### config.mk
export PLATFORM = sky130hd
export DESIGN_NAME = ssd_display_driver
export DESIGN_NICKNAME = d
export VERILOG_FILES = /design/src/rtl/ssd_pkg.sv /design/src/rtl/bcd_to_7seg.sv /design/src/rtl/ssd_display_driver.sv
export SDC_FILE = /design/constraint.sdc
export NUM_CORES = 1
export LEC_CHECK = 0
export ABC_AREA = 1
export BUFFER_PORTS_ARGS = -buffer_cell sky130_fd_sc_hd__buf_2
export CORE_MARGIN = 5
export CORE_UTILIZATION = 38
export DETAILED_ROUTE_END_ITERATION = 10
export PLACE_DENSITY = 0.6
export SYNTH_ARGS = -nofsm -noshare
export SYNTH_HDL_FRONTEND = slang
export SYNTH_HIERARCHICAL = 1
export SYNTH_SLANG_ARGS = --single-unit
### constraint.sdc
create_clock -name clk -period 2.67 [get_ports clk]
set_clock_uncertainty 0.05 [all_clocks]
set_input_delay 0.534 -clock clk [delete_from_list [all_inputs] [get_ports clk]]
set_output_delay 0.534 -clock clk [all_outputs]
set_load 0.01 [all_outputs]
### src/rtl/ssd_pkg.sv
// Shared definitions for the seven-segment display driver: conversion FSM
// encoding, segment patterns and the double-dabble / leading-zero helpers.
package ssd_pkg;

  typedef enum logic [1:0] {
    IDLE  = 2'd0,
    SHIFT = 2'd1,
    LATCH = 2'd2
  } conv_state_t;

  localparam int NUM_DIGITS = 4;
  localparam int VALUE_W    = 13;
  localparam int BCD_W      = 4 * NUM_DIGITS;

  localparam logic [6:0] SEG_BLANK = 7'b1111111;

  // Active-low patterns ordered {g,f,e,d,c,b,a}, indexed by decimal digit
  localparam logic [6:0] SEG_TABLE [0:9] = '{
    7'b1000000, 7'b1111001, 7'b0100100, 7'b0110000, 7'b0011001,
    7'b0010010, 7'b0000010, 7'b1111000, 7'b0000000, 7'b0010000
  };

  function automatic logic [BCD_W-1:0] bcd_adjust(input logic [BCD_W-1:0] s);
    logic [BCD_W-1:0] r;
    r = s;
    for (int i = 0; i < NUM_DIGITS; i++) begin
      if (s[4*i +: 4] >= 4'd5) r[4*i +: 4] = s[4*i +: 4] + 4'd3;
    end
    return r;
  endfunction

  // True when digit idx and every more-significant digit are zero (never the units digit)
  function automatic logic leading_zero(input logic [BCD_W-1:0] b, input logic [1:0] idx);
    logic z;
    z = (idx != 2'd0);
    for (int i = 0; i < NUM_DIGITS; i++) begin
      if (i >= int'(idx) && b[4*i +: 4] != 4'd0) z = 1'b0;
    end
    return z;
  endfunction

endpackage

### src/rtl/bcd_to_7seg.sv
// Combinational BCD nibble to active-low seven-segment decoder with blanking.
module bcd_to_7seg
  import ssd_pkg::*;
(
  input  logic [3:0] nibble,
  input  logic       blank,
  output logic [6:0] seg
);

  always_comb begin
    seg = SEG_BLANK;
    if (!blank && nibble <= 4'd9) seg = SEG_TABLE[nibble];
  end

endmodule

### src/rtl/ssd_display_driver.sv
// Converts a 13-bit binary value to BCD with a serial double-dabble FSM and
// multiplexes the four digits onto an active-low seven-segment display.
module ssd_display_driver
  import ssd_pkg::*;
#(
  parameter int REFRESH_DIV = 100000
) (
  input  logic                  clk,
  input  logic                  rst,
  input  logic [VALUE_W-1:0]    value,
  input  logic                  blank_lz,
  output logic [NUM_DIGITS-1:0] anode,
  output logic [6:0]            seg,
  output logic                  dp,
  output logic                  busy,
  output logic [BCD_W-1:0]      bcd
);

  localparam int SCAN_W = $clog2(REFRESH_DIV);

  conv_state_t        state, next_state;
  logic [VALUE_W-1:0] shift_reg;
  logic [VALUE_W-1:0] cap_value;
  logic [VALUE_W-1:0] last_value;
  logic [BCD_W-1:0]   scratch;
  logic [BCD_W-1:0]   bcd_reg;
  logic [3:0]         cnt;
  logic               first_flag;
  logic [SCAN_W-1:0]  scan_cnt;
  logic [1:0]         digit_idx;
  logic [3:0]         nibble;
  logic               blank_digit;

  always_ff @(posedge clk) begin
    if (rst) state <= IDLE;
    else     state <= next_state;
  end

  always_comb begin
    next_state = state;
    case (state)
      IDLE:    if (value != last_value || first_flag) next_state = SHIFT;
      SHIFT:   if (cnt == 4'(VALUE_W - 1)) next_state = LATCH;
      LATCH:   next_state = IDLE;
      default: next_state = IDLE;
    endcase
  end

  always_comb begin
    busy = (state != IDLE);
  end

  // Value is only sampled in IDLE, so changes during a conversion wait for the next compare
  always_ff @(posedge clk) begin
    if (rst) begin
      shift_reg  <= '0;
      cap_value  <= '0;
      last_value <= '0;
      scratch    <= '0;
      bcd_reg    <= '0;
      cnt        <= '0;
      first_flag <= 1'b1;
    end else begin
      case (state)
        IDLE: begin
          if (next_state == SHIFT) begin
            shift_reg <= value;
            cap_value <= value;
            scratch   <= '0;
            cnt       <= '0;
          end
        end
        SHIFT: begin
          {scratch, shift_reg} <= {bcd_adjust(scratch), shift_reg} << 1;
          cnt                  <= cnt + 4'd1;
        end
        LATCH: begin
          bcd_reg    <= scratch;
          last_value <= cap_value;
          first_flag <= 1'b0;
        end
        default: ;
      endcase
    end
  end

  always_ff @(posedge clk) begin
    if (rst) begin
      scan_cnt  <= '0;
      digit_idx <= '0;
    end else if (scan_cnt == SCAN_W'(REFRESH_DIV - 1)) begin
      scan_cnt  <= '0;
      digit_idx <= digit_idx + 2'd1;
    end else begin
      scan_cnt <= scan_cnt + 1'b1;
    end
  end

  assign nibble      = bcd_reg[{digit_idx, 2'b00} +: 4];
  assign blank_digit = blank_lz && leading_zero(bcd_reg, digit_idx);

  bcd_to_7seg u_dec (
    .nibble (nibble),
    .blank  (blank_digit),
    .seg    (seg)
  );

  assign anode = ~(4'b0001 << digit_idx);
  assign dp    = 1'b1;
  assign bcd   = bcd_reg;

endmodule

## Yosys cells after proc, flatten, opt, wreduce, memory -nomap -nowiden

Memories as Yosys holds them, arrays and structs flattened.
Cells that the tools add are included.

| storage, ports and cells | value |
|---|---|
| logic and storage cells | 76 |
| bits of input ports | 16 |
| register bits after elaboration | 97 |
| output and inout port bits | 29 |
| ROM bits | 112 |
| memories | 1 |

| operators by class | value |
|---|---|
| shift operators | 2 |
| multiplexer cells | 20 |
| bitwise operators | 2 |
| equal/unequal tests | 7 |
| add/subtract/negate cells | 7 |
| magnitude comparators | 9 |
| reductions and logical operators | 18 |

Memories:

| name | words | width | rd ports | clocked after memory_dff | wr ports | RTL line | text |
|---|---|---|---|---|---|---|---|
| (no name shown) | 16 | 7 | 1 | 0 | 0 | bcd_to_7seg.sv:12 | `if (!blank && nibble <= 4'd9) seg = SEG_TABLE[nibble];` |

Operators with widths:

| cell | count |
|---|---|
| one-hot mux 16 bit (2 select lines) | 1 |
| one-hot mux 13 bit (2 select lines) | 1 |
| two-way mux 7 bit | 3 |
| adder 17 x 1 -> 17 bit (second input constant) | 1 |
| == test 17 bit (second input constant) | 1 |
| greater-or-equal comparator 4 x 3 -> 1 bit (second input constant) | 4 |
| two-way mux 16 bit | 1 |
| two-way mux 4 bit | 4 |
| nonzero test 4 bit | 4 |
| variable part select 16 x 5 -> 4 bit | 1 |
| two-way mux 13 bit | 1 |
| != test 13 bit | 1 |
| adder 4 x 2 -> 4 bit (second input constant) | 3 |
| one-hot mux 4 bit (2 select lines) | 1 |
| nonzero test 2 bit | 3 |
| greater-or-equal comparator 5 bit (second input constant) | 1 |
| logical AND 1 bit | 5 |
| inverter 4 -> 5 bit | 1 |
| adder 4 x 1 -> 4 bit (second input constant) | 1 |
| == test 2 x 1 -> 1 bit (second input constant) | 2 |
| == test 4 bit (second input constant) | 1 |
| greater-or-equal comparator 1 x 2 -> 1 bit (first input constant) | 2 |
| less-or-equal comparator 4 bit (second input constant) | 1 |
| two-way mux 1 bit | 4 |
| 15 further kinds | 17 |

## Longest topological paths before layout

Gate-level depths: netlist of run 1.

| logic depth | value |
|---|---|
| depth in word-level cells | 10 |
| mapped depth | 12 |
| mapped depth without buffers | 11 |

## Modules after synthesis

The synthesis of run 1 kept the hierarchy.

Modules (own cells, without submodules):

| module | area an instance (sq um) | cells each | seq. area each (sq um) | times used |
|---|---|---|---|---|
| ssd_display_driver | 4,669.5 | 653 | 1,941.9 | 1 |
| bcd_to_7seg | 240.2 | 40 | 0.0 | 1 |

## Worst setup path after synthesis of run 1

OpenSTA, ideal clock, no wires.

| path | value |
|---|---|
| path type | reg2out |
| from | register digit_idx[0] |
| to | output seg[0] |
| arrival time | 1,913 ps |
| data required time | 2,086 ps |
| buffers on the path | 1 |
| stages on the path, launching flop included | 10 |
| setup slack | 173 ps |
| cells stage by stage | dfxtp_1 > inv_1 > clkbuf_1 > o21ai_0 > o21ai_0 > inv_1 > ha_1 > or2_1 > nand3_1 > nand3_1 |

| on the way | value |
|---|---|
| elaborated cells between the ends (all ways) | 21 |
| classes of those cells | order compare (4); shift (1); mux (7); bitwise (1); reduce/logical (7); memory (1) |

RTL lines:

| element | RTL line | text |
|---|---|---|
| from (decl) | ssd_display_driver.sv:30 | `logic [1:0] digit_idx;` |
| from (signal assigned) | ssd_display_driver.sv:93 | `digit_idx <= digit_idx + 2'd1;` |
| variable part select 16 x 5 -> 4 bit * | ssd_display_driver.sv:99 | `assign nibble = bcd_reg[{digit_idx, 2'b00} +: 4];` |
| net nibble[1] | ssd_display_driver.sv:31 | `logic [3:0] nibble;` |
| inverter 4 -> 5 bit (not written as such) | bcd_to_7seg.sv:12 |  |
| memory read (16 x 7 bit) | - |  |
| two-way mux 7 bit (not written as such) (2 in a row) | bcd_to_7seg.sv:12 |  |
| two-way mux 7 bit * | bcd_to_7seg.sv:12 |  |
| to (decl) | ssd_display_driver.sv:13 | `output logic [6:0] seg,` |

The timed path passes the listed nets; every way through them passes the cells marked *. The select of a mux whose other input is x is not followed.

## Worst setup path after layout of run 1

| path | value |
|---|---|
| from | register digit_idx[1] |
| to | output seg[3] |

The elaborated chain is that of the path after synthesis.

==> flow_metrics.py, run 1 <==
metrics = {
    "placement": {
        "finalWeightedCongestion": 0.805,
        "placed_area_um2": 5220,
        "dpl.hpwl_mm": 7.79,
        "portBuffers": 43,
    },
    "power_and_ir_drop": {
        "p_per_area_nw_per_um2": 553,
        "ir_worst_vdd_mv": 0.280,
        "leakage_nw": 2.26,
        "power.total_w": 0.00309,
    },
    "sta": {
        "worst_hold_slack_ns": 0.399,
        "worst_slew_pin_slew_ns": 0.700,
        "fin_crit_sh": 0.948,
        "fmax_mhz": 395,
        "relSlewSlack": 0.531,
        "slew_viol_final": 0,
        "setup_viol": 0,
        "min_period_ns": 2.53,
        "finalHoldViolations": 0,
    },
    "die": {
        "dieArea_um2": 15300,
        "die_h_um": 124,
        "ios": 45,
        "placementRows": 41,
        "start_util": 0.389,
        "die_x_um": 124,
        "core-area_um2": 12600,
    },
    "global_route": {
        "grt_start_max_net_pins": 45,
        "antenna_found_initial": 0,
        "grt.total_usage": 0.157,
        "overflow": 0,
        "grt_pass1_wl_mm": 19.1,
        "grt_pass1_vias": 4096,
    },
    "worst_setup_path": {
        "crit_fanout": 5,
        "cp.required_ns": 2.09,
        "cp_num_buf_inv": 4,
        "cp.arrival_ns": 1.95,
        "max_stage_delay_ns": 0.36,
        "startpoint_type": "flip-flop",
        "cpMostUsedCell": "nand3_1",
        "crit_chain": "clkinv_2 > buf_4 > o21ai_0 > o21ai_2 > inv_2 > ha_1 > nand2_1 > nand3_1 > nand3_1 > buf_2",
        "critPathTopFamily": "buffers and inverters",
        "slowest_stage": "dfxtp_4",
        "endpoint_kind": "output port",
        "crit_type": "reg2out",
    },
    "logic_synthesis": {
        "yosys-top-cells-area": "dfxtp_1, nand2_1, a21oi_1",
        "syn_area_um2": 4910,
        "ys_seq_area_frac": 0.396,
        "ys_warn_count": 6,
        "ys_types": 38,
        "synthesis.nets": 730,
        "avgSynthCellArea_um2": 7.08,
        "synth_top_area_frac": 0.396,
        "ys_ff_latch": 97,
        "synth_largest_area_cell": "dfxtp_1",
        "syn-instance-count": 693,
    },
    "status": {
        "status": "finished clean",
    },
    "clock_network": {
        "insertion_delay_ns": 0.35,
        "cts_buffers": 9,
        "clockBufferDepth": 2,
        "cts_sinks": 97,
        "h-tree-depth": 3,
        "cts_tree": "built",
        "cts_hold_buffers": 0,
        "cts.clk_slew.worst_paths_ns": 0.07,
        "clk_root_buffer_cell": "clkbuf_16",
    },
    "worst_hold_path": {
        "hold_path_class": "in2reg",
    },
    "drt": {
        "drtAntennaViolNets": 0,
        "wirelength_mm": 11.4,
        "first_pass_iters": 5,
        "route.detailed.drc": 0,
        "detail_route.wl_per_cell_um": 12.7,
        "via_count": 4472,
        "first_iter_violations": 289,
        "routed_via_density": 4.95,
    },
    "finish": {
        "fill_cells": 1303,
        "layout_commonest_cell": "nand2_1",
        "antenna_cells": 0,
        "drive_above_1_share": 0.140,
        "syn2layout_area_growth_pct": 13.8,
        "finalNetCount": 764,
        "design_area_um2": 5590,
        "layout_common_cells": "nand2_1, dfxtp_1, a21oi_1, inv_1, nand3_1",
        "largest_register_ffs": 17,
    },
    "job": {
        "drv_cap": 0,
    },
}
==> final cells by class <==
| type | count | area [µm²] | area share |
|---|---|---|---|
| multi-input combinational | 475 | 2470 | 0.441 |
| sequential | 97 | 1950 | 0.348 |
| inverter | 90 | 342 | 0.0611 |
| timing repair buffer | 54 | 302 | 0.0540 |
| clock buffer | 9 | 225 | 0.0403 |
| tap | 172 | 215 | 0.0385 |
| clock inverter | 6 | 92.6 | 0.0166 |
==> kinds of logic (layout without fill, tap and decap cells) <==
logic type	Yosys count	after routing	synth area share
xor+xnor	10	10	0.0178
other cells	1	1	0.000764
buf+inv	121	159	0.108
compound gates	160	160	0.168
fa+ha+maj	21	21	0.0535
simple gates	283	283	0.257
flops	97	97	0.396
==> metrics by stage <==
step                setup WS (ns)  TNS [ns]  cells  utilization
finish                      0.139         0    903        0.443
CTS                        0.0247         0    903        0.441
floorplan                   0.173         0    693            -
detailed placement          0.108         0    886        0.414
global route             -0.00903   -0.0149    903        0.443
global placement            0.243         0    886        0.414
==> power by group <==
part	leakage, nW	internal, W	switching [W]
clock	0.148	0.000820	0.000564
combinational	1.32	0.0000616	0.000144
sequential	0.789	0.00148	0.0000190
==> cells in the mapped netlist <==
cell,number
nand2_2,4
or2_0,2
xor2_1,7
inv_2,5
buf_4,2
nand2_1,139
nor3_1,11
buf_2,6
nor2_2,2
inv_4,1
nand3_1,65
or2_1,1
o22ai_1,1
clkbuf_1,15
a211oi_2,1
buf_6,6
nand3_4,1
xnor2_1,3
nor3_2,1
clkinv_1,2
buf_1,1
conb_1,1
nand2_4,1
inv_1,82
o21ai_0,67
nor2_1,42
buf_8,1
a21oi_1,87
nand3b_1,1
nand2_8,1
nor4_1,3
nand4_1,8
nor2_4,1
o21ai_2,2
dfxtp_1,97
ha_1,21
o211ai_1,1
a21oi_2,1
==> metal layers <==
layer / vias up / routed length [µm] / GRT usage
li1: 2314 / - / -
met1: 2052 / 5440 / 0.198
met2: 89 / 5240 / 0.260
met3: 17 / 513 / 0.0286
met4: 0 / 252 / 0.0706
met5: - / 0 / 0
==> repair_timing <==
action | CTS | global route
buffers inserted | 2 | 0
hold endpoints to repair | 0 | 0
pin swaps | 0 | 1
gates resized for setup | 4 | 13
setup endpoints to repair | 7 | 7
==> path summary, 6_finish.rpt <==
path | from | to | slack [ns] | depth (start not counted)
max reg2reg | last_value[4]$_SDFFE_PP0N_ | shift_reg[3]$_SDFFE_PP0P_ | 0.86 | 11
min | value[11] | cap_value[11]$_SDFFE_PP0P_ | 0.40 | 3
max | digit_idx[1]$_SDFFE_PP0P_ | seg[3] | 0.14 | 10
min reg2reg | cap_value[6]$_SDFFE_PP0P_ | cap_value[6]$_SDFFE_PP0P_ | 0.41 | 2
==> worst reg2reg max path: cells and delay by family (launching register included) <==
kind,cells,cell delay [ns]
AND/OR/NAND/NOR,9,1.17
flip-flops,1,0.34
buffers and inverters,1,0.06
AO/OA/AOI/OAI,1,0.06
(Power assumes the default switching activity.)
==> run 2: changes to the inputs <==
Settings changed: PLACE_DENSITY 0.6 to 0.62.
Clock period 2.67 ns to 2.1 ns, I/O delays scaled along.
==> run 2 against run 1 <==
The run now ends with setup timing left. Largest power group unchanged. Non-clock buffer count up 19. Via count up 2.8%. Largest cell class unchanged. Clock power up 14%. Global-route usage up 0.52 points. Wire length up 2.5%. Total power up 22%. Worst hold slack worse by 0.11 ns. Sequential share of layout area down 1.7 points. Register-to-register slack worse by 0.48 ns. Clock-buffer cell count up 3.
==> flow_metrics.py, run 2 (synthesis results as in run 1) <==
metrics = {
    "finish": {
        "syn2layout_area_growth_pct": 19.8,
        "largest_register_ffs": 17,
        "layout_commonest_cell": "nand2_1",
        "finalNetCount": 784,
        "fill_cells": 1307,
        "antenna_cells": 0,
        "layout_common_cells": "nand2_1, dfxtp_1, a21oi_1, inv_1, o21ai_0",
        "drive_above_1_share": 0.193,
    },
    "sta": {
        "rsz0062_at_grt": "yes",
        "setup_viol": 7,
        "min_period_ns": 2.39,
        "relSlewSlack": 0.552,
        "worst_slew_pin_slew_ns": 0.667,
        "slew_viol_final": 0,
        "finalHoldViolations": 0,
        "fin_crit_sh": 1.14,
        "fmax_mhz": 418,
        "final.setup.worst_slack_ns": -0.293,
        "fin_tns_setup_ns": -1.95,
    },
    "power_and_ir_drop": {
        "leakage_nw": 2.43,
        "p_per_area_nw_per_um2": 639,
        "ir_worst_vdd_mv": 0.494,
    },
    "placement": {
        "post-place-ws_ns": -0.195,
        "dpl.hpwl_mm": 8.10,
        "portBuffers": 43,
        "finalWeightedCongestion": 0.821,
    },
    "clock_network": {
        "clk_root_buffer_cell": "clkbuf_16",
        "clockBufferDepth": 2,
        "cts_buffers": 9,
        "insertion_delay_ns": 0.34,
        "cts_tree": "built",
        "cts_sinks": 97,
        "h-tree-depth": 3,
        "cts.clk_slew.worst_paths_ns": 0.07,
        "cts_hold_buffers": 0,
    },
    "job": {
        "drv_cap": 0,
    },
    "drt": {
        "first_iter_violations": 247,
        "wirelength_mm": 11.7,
        "routed_via_density": 4.98,
        "via_count": 4596,
        "route.detailed.drc": 0,
        "first_pass_iters": 7,
        "drtAntennaViolNets": 0,
        "detail_route.wl_per_cell_um": 12.7,
    },
    "die": {
        "ios": 45,
        "core-area_um2": 12600,
        "die_h_um": 124,
        "die_x_um": 124,
        "dieArea_um2": 15300,
        "placementRows": 41,
        "start_util": 0.389,
    },
    "worst_hold_path": {
        "hold_path_class": "in2reg",
    },
    "worst_setup_path": {
        "crit_fanout": 7,
        "crit_type": "reg2out",
        "cp.arrival_ns": 1.92,
        "cp.required_ns": 1.63,
        "startpoint_type": "flip-flop",
        "endpoint_kind": "output port",
    },
    "global_route": {
        "grt.total_usage": 0.162,
        "grt_start_max_net_pins": 44,
        "overflow": 0,
        "grt_pass1_vias": 4350,
        "grt_pass1_wl_mm": 20.2,
        "antenna_found_initial": 0,
    },
    "status": {
        "violations": "setup timing",
        "status": "finished with violations",
    },
}
## run 2: cell count changes in the layout (fill, tap and decap cells not counted), moves of 3 or more
cell,change
ha_1,-4
buf_4,+15
buf_2,-5
nand3_1,-9
nand3_2,+9
clkinv_2,+3
buf_6,+7
clkbuf_8,+3
ha_4,+3
o21ai_0,-4
inv_1,-3
## run 2: metrics by stage
stage	hold slack [ns]	std cells	total power [W]	util	area (µm²)
floorplan	0.380	693	0.00215	-	4920
global placement	0.393	899	0.00221	0.423	5330
detailed placement	0.403	899	0.00222	0.423	5330
CTS	0.284	920	0.00379	0.463	5840
global route	0.300	923	0.00390	0.466	5880
finish	0.288	923	0.00376	0.466	5880
## run 2: worst paths after layout
kind	depth (start not counted)	slack (ns)	endpoint	start
max	9	-0.29	seg[5]	digit_idx[0]$_SDFFE_PP0P_
min	3	0.29	cap_value[2]$_SDFFE_PP0P_	value[2]
max reg2reg	11	0.38	shift_reg[0]$_SDFFE_PP0P_	last_value[4]$_SDFFE_PP0N_
min reg2reg	2	0.41	cap_value[1]$_SDFFE_PP0P_	cap_value[1]$_SDFFE_PP0P_
## run 2: area by class of cell
type	count	area, µm²	share of cell area
tap	172	215	0.0366
clock inverter	3	15.0	0.00255
inverter	90	344	0.0585
timing repair inverter	1	7.51	0.00128
clock buffer	12	267	0.0453
multi-input combinational	475	2580	0.438
timing repair buffer	73	508	0.0864
sequential	97	1950	0.331
## run 2: timing repair
item	4_1_cts	5_1_grt
buffers inserted	5	3
pin swaps	16	1
gates cloned	1	0
resized for setup	46	6
setup endpoints to repair	7	7
## run 2: per-layer routing
layer,track usage,up-vias,wire [µm]
met3,0.0318,22,506
met2,0.267,89,5260
met4,0.0685,0,244
li1,-,2360,-
met1,0.207,2125,5730
met5,0,-,0
## run 2: worst max-delay path, stage by stage (launching register included)
cell	delay, ns
dfxtp_4	0.40
inv_4	0.06
buf_4	0.15
ha_2	0.18
nor4_2	0.16
nand2_1	0.12
nor3_2	0.17
inv_2	0.14
nand3_2	0.09
buf_2	0.12
## run 2: power by group
group | switching, W | leakage (nW) | internal, W
clock | 0.000697 | 0.144 | 0.000888
combinational | 0.000178 | 1.50 | 0.0000837
sequential | 0.0000250 | 0.789 | 0.00188
==> run 3: changes to the inputs <==
--- a/config.mk
+++ b/config.mk
@@ -10,5 +10,6 @@
 export CORE_MARGIN = 5
-export CORE_UTILIZATION = 38
+export CORE_UTILIZATION = 54
 export DETAILED_ROUTE_END_ITERATION = 10
-export PLACE_DENSITY = 0.62
+export PLACE_DENSITY = 0.81
+export RECOVER_POWER = 50
 export SYNTH_ARGS = -nofsm -noshare
==> constraint.sdc (replaced) <==
create_clock -name clk -period 2.1 [get_ports clk]
set_clock_uncertainty 0.05 [all_clocks]
set_input_delay 0.21 -clock clk [delete_from_list [all_inputs] [get_ports clk]]
set_output_delay 0.21 -clock clk [all_outputs]
set_load 0.01 [all_outputs]
==> run 3 against run 2 <==
The flow still finishes with violations (setup timing). Sequential cell count unchanged. Wire length decreased by 7.0%. Largest power group unchanged. Via count decreased by 0.50%. Critical path depth increased by 1. Non-clock buffer count decreased by 13.
==> flow_metrics.py, run 3 (synthesis results as in run 1) <==
metrics = {
    "status": {
        "status": "finished with violations",
        "violations": "setup timing",
    },
    "drt": {
        "route.detailed.drc": 0,
        "routed_via_density": 5.39,
        "first_iter_violations": 237,
        "detail_route.wl_per_cell_um": 12.9,
        "via_count": 4573,
        "drtAntennaViolNets": 0,
        "wirelength_mm": 10.9,
        "first_pass_iters": 5,
    },
    "power_and_ir_drop": {
        "clockPowerShare": 0.332,
        "combPwrFrac": 0.080,
        "p_per_area_nw_per_um2": 594,
        "swShare": 0.259,
        "leakage_nw": 2.23,
        "ir_worst_vdd_mv": 0.376,
        "p_int_w": 0.00240,
        "power.total_w": 0.00324,
        "power_switching_w": 0.000840,
        "seq_power_share": 0.588,
    },
    "worst_setup_path": {
        "cp.arrival_ns": 1.91,
        "r2r_start": "last_value[4]$_SDFFE_PP0N_",
        "crit_fanout": 6,
        "cp.required_ns": 1.84,
        "rr_worst_depth": 11,
        "endpoint_kind": "output port",
        "startpoint_type": "flip-flop",
        "crit_type": "reg2out",
        "regToRegEndpoint": "shift_reg[7]$_SDFFE_PP0P_",
        "regToRegSetupSlack_ns": 0.34,
    },
    "finish": {
        "drive_above_1_share": 0.159,
        "layout_common_cells": "nand2_1, dfxtp_1, a21oi_1, inv_1, nand3_1",
        "design_area_um2": 5460,
        "final_util": 0.619,
        "finalNetCount": 772,
        "antenna_cells": 0,
        "fill_cells": 784,
        "layout_commonest_cell": "nand2_1",
        "largest_register_ffs": 17,
        "syn2layout_area_growth_pct": 11.1,
        "finalNonFillerCells": 848,
    },
    "sta": {
        "relSlewSlack": 0.562,
        "min_period_ns": 2.17,
        "fin_tns_setup_ns": -0.154,
        "setup_viol": 6,
        "fin_crit_sh": 1.03,
        "final.setup.worst_slack_ns": -0.0724,
        "finalHoldViolations": 0,
        "rsz0062_at_grt": "yes",
        "fmax_mhz": 460,
        "worst_slew_pin_slew_ns": 0.653,
        "slew_viol_final": 0,
    },
    "job": {
        "drv_cap": 0,
    },
    "placement": {
        "finalWeightedCongestion": 0.847,
        "dp_cells": 826,
        "dpl.hpwl_mm": 7.52,
        "portBuffers": 43,
        "placed_area_um2": 5170,
    },
    "worst_hold_path": {
        "hold_start": "value[9]",
        "holdPathEnd": "cap_value[9]$_SDFFE_PP0P_",
        "hold_depth": 3,
        "hold_path_class": "in2reg",
    },
    "clock_network": {
        "cts_tree": "built",
        "cts_hold_buffers": 0,
        "clk_root_buffer_cell": "clkbuf_8",
        "h-tree-depth": 3,
        "cts_sinks": 97,
        "clockBufferDepth": 2,
        "cts_buffers": 9,
        "insertion_delay_ns": 0.36,
        "cts.clk_slew.worst_paths_ns": 0.09,
    },
    "die": {
        "ios": 45,
        "core-area_um2": 8810,
        "die_x_um": 105,
        "start_util": 0.558,
        "die_h_um": 105,
        "placementRows": 34,
        "dieArea_um2": 11100,
    },
    "global_route": {
        "grt_pass1_wl_mm": 18.4,
        "grt.total_usage": 0.195,
        "overflow": 0,
        "grt_start_max_net_pins": 44,
        "grt_pass1_vias": 4217,
        "antenna_found_initial": 0,
    },
}
[run 3: cell count changes in the layout (fill, tap and decap cells not counted), moves of 3 or more]
cell       previous run  this run
clkbuf_16             9         0
buf_2                38        43
nand3_1              56        65
clkinv_2              4         1
nand3_2               9         0
buf_4                25        16
clkbuf_8              3         9
buf_6                 8         1
[run 3: how the worst max path moves through the flow]
stage | startpoint | end | slack (ns) | cells after the start
global route | digit_idx[0]$_SDFFE_PP0P_ | seg[3] | -0.16 | 9
global placement | digit_idx[0]$_SDFFE_PP0P_ | seg[3] | 0.08 | 9
CTS | digit_idx[0]$_SDFFE_PP0P_ | seg[3] | -0.05 | 10
finish | digit_idx[0]$_SDFFE_PP0P_ | seg[3] | -0.07 | 10
floorplan | digit_idx[0]$_SDFFE_PP0P_ | seg[0] | 0.04 | 9
detailed placement | digit_idx[0]$_SDFFE_PP0P_ | seg[0] | -0.02 | 9
[run 3: final cells by class]
cell class                 count  area, µm²  share of cell area
clock inverter                 5       38.8             0.00711
multi-input combinational    475       2490               0.457
sequential                    97       1950               0.358
timing repair buffer          60        347              0.0635
tap                          108        135              0.0248
timing repair inverter         2       11.3             0.00206
clock buffer                  11        131              0.0241
inverter                      90        348              0.0638
[run 3: power groups by stage]
stage               registers (W)  clock network, W  logic (W)
detailed placement        0.00195                 0   0.000258
CTS                       0.00191           0.00110   0.000259
finish                    0.00191           0.00108   0.000259
floorplan                 0.00195                 0   0.000208
global placement          0.00195                 0   0.000252
global route              0.00191           0.00117   0.000296
[run 3: per-stage QoR]
stage                     hold WS, ns  worst slack (ns)
after floorplan                 0.303            0.0422
after CTS                      0.0477           -0.0507
final                          0.0652           -0.0724
after global placement          0.393            0.0771
after global routing           0.0664            -0.159
after detailed placement        0.401           -0.0158
[run 3: what timing repair did]
item / in CTS / in global routing
cloned: 2 / 0
resized for setup: 20 / 15
endpoints found under the setup margin: 7 / 7
setup buffers: 3 / 1
pin swaps: 8 / 3
[run 3: routing by layer]
metal,track usage,vias to the layer above,part of all wire
li1,-,2331,-
met1,0.241,2118,0.45
met2,0.345,103,0.49
met3,0.0312,21,0.040
met4,0.0675,0,0.018
met5,0,-,0
[run 3: worst max-delay path: stages, from the launching register on]
cell and delay (ns):
dfxtp_4 0.39, inv_4 0.06, a21oi_2 0.13, o21ai_2 0.07
o21ai_1 0.10, inv_1 0.11, ha_1 0.33, nand2_1 0.10
nand3_1 0.09, nand3_1 0.06, buf_2 0.13
